## config.mk

```make
export PLATFORM = sky130hd
export DESIGN_NAME = ofm_collector
export DESIGN_NICKNAME = d
export VERILOG_FILES = /design/src/rtl/ofm_collector.sv
export SDC_FILE = /design/constraint.sdc
export NUM_CORES = 1
export LEC_CHECK = 0
export CORE_ASPECT_RATIO = 1.5
export CORE_MARGIN = 2
export CORE_UTILIZATION = 34
export CTS_BUF_LIST = sky130_fd_sc_hd__clkbuf_4
export DETAILED_ROUTE_END_ITERATION = 10
export MAX_ROUTING_LAYER = met4
export PLACE_DENSITY = 0.6
export SYNTH_ARGS = -nofsm -noshare
export SYNTH_HDL_FRONTEND = slang
export SYNTH_SLANG_ARGS = --single-unit
```

## constraint.sdc

```tcl
create_clock -name clk -period 4.2 [get_ports clk]
set_input_delay 1.26 -clock clk [delete_from_list [all_inputs] [get_ports clk]]
set_output_delay 1.26 -clock clk [all_outputs]
set_load 0.05 [all_outputs]
```

## src/rtl/ofm_collector.sv

```systemverilog
// Purpose : reassemble the write-back controller's dual-port OFM stream into c/h/w order and
//           issue linear-address writes to a two-write-port OFM memory; optional ReLU via OFM_COLLECT_RELU_EN.
// Latency : 1 cycle from accepted beat to wr_en*/wr_addr*/wr_data*; no backpressure, one beat per cycle.
module ofm_collector #(
    parameter int data_width = 25,
    parameter int addr_width = 10,
    parameter int ofm_c      = 1,
    parameter int ofm_h      = 10,
    parameter int ofm_w      = 8
) (
    input  logic                  clk,
    input  logic                  rst_n,
    input  logic                  start,
    input  logic [data_width-1:0] in_port0,
    input  logic [data_width-1:0] in_port1,
    input  logic                  in_port0_valid,
    input  logic                  in_port1_valid,
    output logic                  wr_en0,
    output logic [addr_width-1:0] wr_addr0,
    output logic [data_width-1:0] wr_data0,
    output logic                  wr_en1,
    output logic [addr_width-1:0] wr_addr1,
    output logic [data_width-1:0] wr_data1,
    output logic                  busy,
    output logic                  done,
    output logic                  err
);

    // Counter widths leave headroom for the post-increment values compared against the limits.
    localparam int CW = $clog2(ofm_c + 1);
    localparam int HW = $clog2(ofm_h + 2);
    localparam int WW = $clog2(ofm_w + 1);

    localparam logic [addr_width-1:0] L_ROW_STEP1 = addr_width'(ofm_w);
    localparam logic [addr_width-1:0] L_ROW_STEP2 = addr_width'(2 * ofm_w);

    typedef enum logic [1:0] {
        S_IDLE = 2'd0,
        S_RUN  = 2'd1,
        S_DONE = 2'd2
    } state_t;

    state_t                r_state;
    state_t                w_state_next;

    logic [CW-1:0]         r_c;
    logic [HW-1:0]         r_h;
    logic [WW-1:0]         r_w;
    logic [addr_width-1:0] r_row_base;
    logic                  r_mode;      // 1 = current row is a dual row

    logic                  w_dual;
    logic                  w_beat;
    logic                  w_err_p1_only;
    logic                  w_err_last_row;
    logic                  w_err_mode;
    logic                  w_bad;
    logic                  w_accept;
    logic                  w_row_end;
    logic [HW-1:0]         w_h_inc;
    logic                  w_h_wrap;
    logic [CW-1:0]         w_c_inc;
    logic                  w_last;
    logic [addr_width-1:0] w_addr0;
    logic [addr_width-1:0] w_addr1;

    // ReLU clamps negative words to zero when enabled; otherwise words pass through untouched.
    function automatic logic [data_width-1:0] f_relu(input logic [data_width-1:0] d);
`ifdef OFM_COLLECT_RELU_EN
        return d[data_width-1] ? '0 : d;
`else
        return d;
`endif
    endfunction

    // Beat classification, protocol checks and counter arithmetic.
    always_comb begin
        w_dual         = in_port0_valid && in_port1_valid;
        w_beat         = (r_state == S_RUN) && !start && (in_port0_valid || in_port1_valid);
        w_err_p1_only  = in_port1_valid && !in_port0_valid;
        w_err_last_row = w_dual && (r_h == HW'(ofm_h - 1));
        w_err_mode     = in_port0_valid && (r_w != '0) && (w_dual != r_mode);
        w_bad          = w_err_p1_only || w_err_last_row || w_err_mode;
        w_accept       = w_beat && !w_bad;
        w_row_end      = (r_w == WW'(ofm_w - 1));
        w_h_inc        = r_h + (w_dual ? HW'(2) : HW'(1));
        w_h_wrap       = (w_h_inc >= HW'(ofm_h));
        w_c_inc        = r_c + CW'(1);
        w_last         = w_accept && w_row_end && w_h_wrap && (w_c_inc == CW'(ofm_c));
        w_addr0        = r_row_base + addr_width'(r_w);
        w_addr1        = w_addr0 + L_ROW_STEP1;
    end

    // State register.
    always_ff @(posedge clk or negedge rst_n) begin
        if (!rst_n) begin
            r_state <= S_IDLE;
        end else begin
            r_state <= w_state_next;
        end
    end

    // Next-state logic: start always (re)enters RUN; the last accepted word ends the map.
    always_comb begin
        w_state_next = r_state;
        if (start) begin
            w_state_next = S_RUN;
        end else if ((r_state == S_RUN) && w_last) begin
            w_state_next = S_DONE;
        end
    end

    // Status outputs decoded straight from the state flop.
    always_comb begin
        busy = (r_state == S_RUN);
        done = (r_state == S_DONE);
    end

    // Position counters; row_base tracks c*H*W + h*W incrementally.
    always_ff @(posedge clk or negedge rst_n) begin
        if (!rst_n) begin
            r_c        <= '0;
            r_h        <= '0;
            r_w        <= '0;
            r_row_base <= '0;
            r_mode     <= 1'b0;
        end else if (start) begin
            r_c        <= '0;
            r_h        <= '0;
            r_w        <= '0;
            r_row_base <= '0;
            r_mode     <= 1'b0;
        end else if (w_accept) begin
            if (r_w == '0) begin
                r_mode <= w_dual;
            end
            if (w_row_end) begin
                r_w        <= '0;
                r_row_base <= r_row_base + (w_dual ? L_ROW_STEP2 : L_ROW_STEP1);
                if (w_h_wrap) begin
                    r_h <= '0;
                    r_c <= w_c_inc;
                end else begin
                    r_h <= w_h_inc;
                end
            end else begin
                r_w <= r_w + WW'(1);
            end
        end
    end

    // Registered memory write ports; address/data hold their last value between writes.
    always_ff @(posedge clk or negedge rst_n) begin
        if (!rst_n) begin
            wr_en0   <= 1'b0;
            wr_addr0 <= '0;
            wr_data0 <= '0;
            wr_en1   <= 1'b0;
            wr_addr1 <= '0;
            wr_data1 <= '0;
        end else begin
            wr_en0 <= w_accept;
            wr_en1 <= w_accept && w_dual;
            if (w_accept) begin
                wr_addr0 <= w_addr0;
                wr_data0 <= f_relu(in_port0);
            end
            if (w_accept && w_dual) begin
                wr_addr1 <= w_addr1;
                wr_data1 <= f_relu(in_port1);
            end
        end
    end

    // Sticky protocol-error flag; a start pulse clears it and its own beat is never judged.
    always_ff @(posedge clk or negedge rst_n) begin
        if (!rst_n) begin
            err <= 1'b0;
        end else if (start) begin
            err <= 1'b0;
        end else if (w_beat && w_bad) begin
            err <= 1'b1;
        end
    end

endmodule

```

==> impl_metrics.tcl, run 1 <==
set metrics [dict create \
    synthTopCellsByArea "dfrtp_1, nand2_1, mux2_1, xnor2_1, ha_1" \
    initialDrtViolationCount 91 \
    reg2reg_depth 6 \
    fin_nets 567 \
    vias 3063 \
    cts_hold_buf 0 \
    cts-htree-levels 3 \
    synth_nets 439 \
    synth_edf_count 0 \
    fin_ws_ps 719 \
    maxSlewHeadroom_pct 46.3 \
    synth_area_per_cell_um2 10.7 \
    gr-usage-all-layers_pct 15.7 \
    period_share_pct 82.9 \
    crit_path_end_kind "flip-flop" \
    clock_skew_ps 12.2 \
    gr-total-overflow 0 \
    slew_viol_final 0 \
    dp_hpwl_um 6860 \
    hold_depth 2 \
    die_area_um2 12800 \
    mostFrequentLayoutCell "clkdlybuf4s50_1" \
    cts_resized 0 \
    layout-drive-gt1-share_pct 7.68 \
    grt_pass1_vias 3104 \
    drt_first_pass_iters 4 \
    critPathMostFrequentCell "ha_1" \
    gp_congestion 0.895 \
    grt_max_degree 44 \
    avgRoutedWirePerCell_um 14.2 \
    path_cells "clkdlybuf4s50_1, and2_1, inv_1, ha_1, ha_1, a31oi_1, xnor2_1, o2bb2ai_1, or3_4, o22a_1" \
    cpMaxStageDelayCell "clkdlybuf4s50_1" \
    rsz0062_at_grt "no" \
    core_um2 11500 \
    setup_viol 0 \
    max_cap_violations 0 \
    dpl_worst_slack_ps 270 \
    post-cts-setup-buffer-count 0 \
    cts_root_buf "clkbuf_4" \
    avgViaCountPerCell 4.65 \
    clock_path_buffers 2 \
    leakage_nw 2.50 \
    critPathLaunchType "input pin" \
    layout-area-overhead-vs-synth_pct 39.3 \
    critPathBufInv 2 \
    yosysSeqAreaShare_pct 57.0 \
    yosysTopAreaCell "dfrtp_1" \
    power_mw 2.44 \
    fin_area_um2 5630 \
    synth_top_area_share_pct 57.0 \
    worstPathMaxFanout 7 \
    start_util_pct 35.0 \
    cp.arrival_ps 3820 \
    timing.fmax_mhz 287 \
    cts.clk_slew.worst_paths_ps 130 \
    postSynthCellCount 376 \
    r2r_slack_ps 1550 \
    async_reset_ff_share_pct 100 \
    antenna_found_initial 1 \
    max_stage_delay_ps 660 \
    cp_top_family "buffers and inverters" \
    finalSetupTns_ps 0 \
    finalHoldViolCount 0 \
    path_class "in -> reg" \
    place.port_buffers 129 \
    ys_ff_latch 92 \
    cp_data_required_time_ps 4540 \
    ir_worst_vdd_mv 0.186 \
    path_depth 10 \
    ys.warnings.count 0 \
    synth-main-ff-cell "dfrtp_1" \
    synth_area_um2 4040 \
    tightest_slew_ps 804 \
    period_needed_ps 3480 \
    synth_cell_types 44 \
    die_w_um 93.0 \
    dpl_cell_area_um2 5490 \
    cts_tree "yes" \
    insertion_delay_ps 450 \
    io_pins 130 \
    cellPowerDensity_nw_per_um2 434 \
    antenna_left 0 \
    cts.sinks 92 \
    grt_pass1_wl_um 15300 \
    min_path_type "reg -> reg" \
    wirelength_um 9330 \
    rows 48 \
    dieHeight_um 137 \
    drc_errors 0 \
    outcome "complete, no violations" \
    final_cell_mix "clkdlybuf4s50_1, nand2_1, dfrtp_1" \
    cts_buffers 9 \
]
==> sequential cells by signal, summed over array words and instances, names as in the netlist <==
| name | flops |
|---|---|
| r_state | 2 |
| err | 1 |
| r_c | 1 |
| wr_data1 | 25 |
| wr_data0 | 25 |
| wr_en1 | 1 |
| r_row_base | 7 |
| wr_en0 | 1 |
| r_w | 4 |
| r_mode | 1 |
| r_h | 4 |
| wr_addr0 | 10 |
| wr_addr1 | 10 |
==> layer usage <==
layer / track usage [%] / share of wire (%) / wire length, µm / vias to the layer above
met5: - / 0 / 0 / -
met4: 6.21 / 1.9 / 173 / 0
met3: 3.28 / 4.6 / 428 / 14
met2: 26.0 / 51 / 4770 / 91
met1: 18.8 / 42 / 3960 / 1459
li1: - / - / - / 1499
==> final cells by class <==
| cell class | instances | area [µm²] |
|---|---|---|
| multi-input cells | 254 | 1620 |
| well taps | 150 | 188 |
| fillers | 1113 | 5900 |
| clock inverters | 6 | 63.8 |
| diodes | 1 | 2.50 |
| flip-flops and latches | 92 | 2300 |
| inverters | 10 | 37.5 |
| clock buffers | 9 | 67.6 |
| repair buffers | 137 | 1350 |
==> kinds of logic (layout without fill, tap and decap cells) <==
| logic type | count (synthesis) | count (layout) | synth area share, % |
|---|---|---|---|
| xor gates and xnor gates | 22 | 22 | 4.77 |
| adders and majority gates | 10 | 10 | 2.97 |
| buffers and inverters | 30 | 162 | 2.94 |
| DFF | 92 | 92 | 57.0 |
| other | 0 | 1 | 0 |
| AOI/OAI and AO/OA | 39 | 39 | 6.16 |
| muxes | 31 | 31 | 8.58 |
| and+or+nand+nor | 152 | 152 | 17.6 |
==> report_power, final <==
group / switching [mW] / internal (mW) / leakage (nW)
combinational: 0.586 / 0.310 / 1.25
sequential: 0.0587 / 1.00 / 1.19
clock: 0.303 / 0.180 / 0.0702
total: 0.948 / 1.49 / 2.50
==> Yosys cell counts, types with 2 or more instances <==
library cell / number
nand2_1: 107
dfrtp_1: 92
mux2_1: 25
o21ai_0: 17
clkbuf_1: 15
xnor2_1: 15
nor2_1: 10
inv_1: 9
ha_1: 8
nand3_1: 7
xor2_1: 7
nand2b_1: 6
buf_2: 5
mux2_2: 4
o21ai_1: 4
a21oi_1: 3
a31oi_1: 3
nor2b_1: 3
a21boi_0: 2
and2_1: 2
and3_1: 2
maj3_1: 2
mux2i_1: 2
nor3_1: 2
nor4_2: 2
nor4b_2: 2
o211ai_1: 2
o32ai_1: 2
==> path summary, 6_finish.rpt <==
path                                          from                        to
max in group asynchronous                    rst_n   wr_addr0[0]$_DFFE_PN0P_
hold reg to reg            wr_addr0[2]$_DFFE_PN0P_   wr_addr0[2]$_DFFE_PN0P_
setup / recovery                    in_port1_valid    r_state[0]$_DFFE_PN0P_
setup reg to reg                r_w[1]$_DFFE_PN0P_   wr_addr1[4]$_DFFE_PN0P_
min in group asynchronous                    rst_n  wr_data0[22]$_DFFE_PN0P_
hold / removal             wr_addr0[2]$_DFFE_PN0P_   wr_addr0[2]$_DFFE_PN0P_
==> worst min-delay path, stage by stage (launching register included) <==
cell and delay (ps):
dfrtp_1 370, nand2_1 50, nand2_1 50
==> stage by stage <==
step,utilization [%],hold WS (ps),std cells
2_1_floorplan,-,470,376
3_3_place_gp,47.6,459,643
3_5_place_dp,47.6,463,643
4_1_cts,48.8,496,658
5_1_grt,48.8,525,659
6_report,48.8,492,659
No activity file was read; power rests on OpenSTA's default activity.
==> inputs of run 2 (changes only) <==
- PLACE_DENSITY: 0.6 -> 0.62
- clock period: 4.2 -> 2.85 ns (I/O delays scaled with it)
==> run 2 against run 1 <==
Against the previous run: setup slack got worse by 620 ps; highest routed layer unchanged; total power rose by 47%; count of clock-buffer cells in the layout did not move; cell count rose by 1.4%; largest cell class unchanged; clock skew rose by 11 ps.
==> impl_metrics.tcl, run 2 (synthesis results as in run 1) <==
set metrics [dict create \
    tightest_slew_ps 558 \
    drc_errors 0 \
    seq_power_share_pct 43.7 \
    cellPowerDensity_nw_per_um2 628 \
    worstPathMaxFanout 4 \
    netSwitchingFraction_pct 38.5 \
    die_area_um2 12800 \
    fin_nets 575 \
    layout-drive-gt1-share_pct 8.90 \
    highest_layer "met4" \
    avgRoutedWirePerCell_um 13.9 \
    leakage_nw 2.55 \
    fin_ws_ps 99.8 \
    dr_wl_met3_um 488 \
    io_pins 130 \
    cp.arrival_ps 1900 \
    wl_met1_um 3950 \
    cpMaxStageDelayCell "clkdlybuf4s50_1" \
    antenna_left 0 \
    wirelength_um 9310 \
    cts-htree-levels 3 \
    min_path_type "in -> async" \
    final_cell_mix "clkdlybuf4s50_1, nand2_1, dfrtp_1" \
    dpl_worst_slack_ps -314 \
    timing.fmax_mhz 364 \
    vias 3094 \
    finalHoldViolCount 0 \
    clock_skew_ps 23.5 \
    cts_root_buf "clkbuf_4" \
    dieHeight_um 137 \
    grt_pass1_vias 3106 \
    post-cts-setup-buffer-count 0 \
    core_um2 11500 \
    period_needed_ps 2750 \
    grt_pass1_wl_um 15000 \
    max_stage_delay_ps 840 \
    grt_max_degree 93 \
    place.port_buffers 129 \
    cts_buffers 9 \
    finalSetupTns_ps 0 \
    rsz0062_at_grt "no" \
    p_int_mw 2.21 \
    critPathLaunchType "flip-flop" \
    switchingPower_mw 1.38 \
    cts.clk_slew.worst_paths_ps 130 \
    avgViaCountPerCell 4.63 \
    gr-total-overflow 0 \
    path_class "reg -> out" \
    ir_worst_vdd_mv 0.219 \
    layout-area-overhead-vs-synth_pct 41.5 \
    initialDrtViolationCount 80 \
    dp_hpwl_um 6660 \
    cp_data_required_time_ps 2000 \
    outcome "complete, no violations" \
    crit_path_end_kind "output port" \
    cts_tree "yes" \
    gr-usage-all-layers_pct 15.4 \
    insertion_delay_ps 440 \
    drt_first_pass_iters 4 \
    largestRegisters "wr_data0 x25, wr_data1 x25" \
    slew_viol_final 0 \
    start_util_pct 35.0 \
    gp_congestion 0.832 \
    cts_resized 0 \
    clock_path_buffers 2 \
    comb_power_share_pct 37.1 \
    setup_viol 0 \
    cts_hold_buf 0 \
    path_cells "nor2b_1, clkdlybuf4s50_1" \
    maxSlewHeadroom_pct 62.7 \
    period_share_pct 96.5 \
    rows 48 \
    mostFrequentLayoutCell "clkdlybuf4s50_1" \
    power_frac_clock_pct 19.3 \
    cts.sinks 92 \
    antenna_found_initial 1 \
    route.met2.wl_um 4700 \
    max_cap_violations 0 \
    die_w_um 93.0 \
]
-- run 2: cell types whose count changed in the layout (fill, tap and decap cells not counted), sizes merged --
cell / delta
buf: +8
clkinv: +1
clkinvlp: +1
inv: -1
-- run 2: through the flow --
stage / util (%) / hold slack [ps] / instance area [µm²] / total power, mW / instances
detailed placement: 48.4 / 462 / 5580 / 2.94 / 651
global route: 49.6 / 458 / 5710 / 3.77 / 668
finish: 49.6 / 415 / 5710 / 3.59 / 668
floorplan: - / 470 / 4040 / 2.40 / 376
global placement: 48.4 / 459 / 5580 / 2.92 / 651
CTS: 49.5 / 442 / 5710 / 3.64 / 667
-- run 2: final timing paths --
| check | startpoint | endpoint | slack, ps | depth (start not counted) |
|---|---|---|---|---|
| min in group clk | wr_data0[5]$_DFFE_PN0P_ | wr_data0[5]$_DFFE_PN0P_ | 490 | 2 |
| max | r_state[0]$_DFFE_PN0P_ | busy | 100 | 2 |
| max reg2reg | r_w[0]$_DFFE_PN0P_ | r_w[3]$_DFFE_PN0P_ | 700 | 7 |
| min | rst_n | r_row_base[8]$_DFFE_PN0P_ | 410 | 2 |
| max in group asynchronous | rst_n | r_h[3]$_DFFE_PN0P_ | 2030 | 2 |
| min reg2reg | wr_data0[5]$_DFFE_PN0P_ | wr_data0[5]$_DFFE_PN0P_ | 490 | 2 |
-- run 2: layout make-up --
class | instances | area, µm²
Fill cell | 1081 | 5820
Sequential cell | 92 | 2300
Multi-Input combinational cell | 254 | 1620
Timing Repair Buffer | 145 | 1430
Tap cell | 150 | 188
Clock buffer | 9 | 67.6
Clock inverter | 7 | 65.1
Inverter | 10 | 37.5
Antenna cell | 1 | 2.50
-- run 2: layer usage --
metal	vias to the layer above	global-route usage, %
met5	-	-
met4	0	5.72
met3	14	3.67
met2	94	25.1
met1	1469	18.6
li1	1517	-
-- run 2: power by group through the flow --
stage / clock network (mW) / logic [mW] / registers, mW
2_1_floorplan: 0 / 0.189 / 2.21
3_5_place_dp: 0 / 1.34 / 1.60
4_1_cts: 0.721 / 1.35 / 1.57
5_1_grt: 0.778 / 1.40 / 1.59
3_3_place_gp: 0 / 1.34 / 1.59
6_report: 0.692 / 1.33 / 1.57
-- run 2: worst max-delay path: cells and delay by family (launching register included) --
family                 cells  cell delay (ps)
buffers and inverters      1              840
flip-flops                 1              410
AND/OR/NAND/NOR            1              220
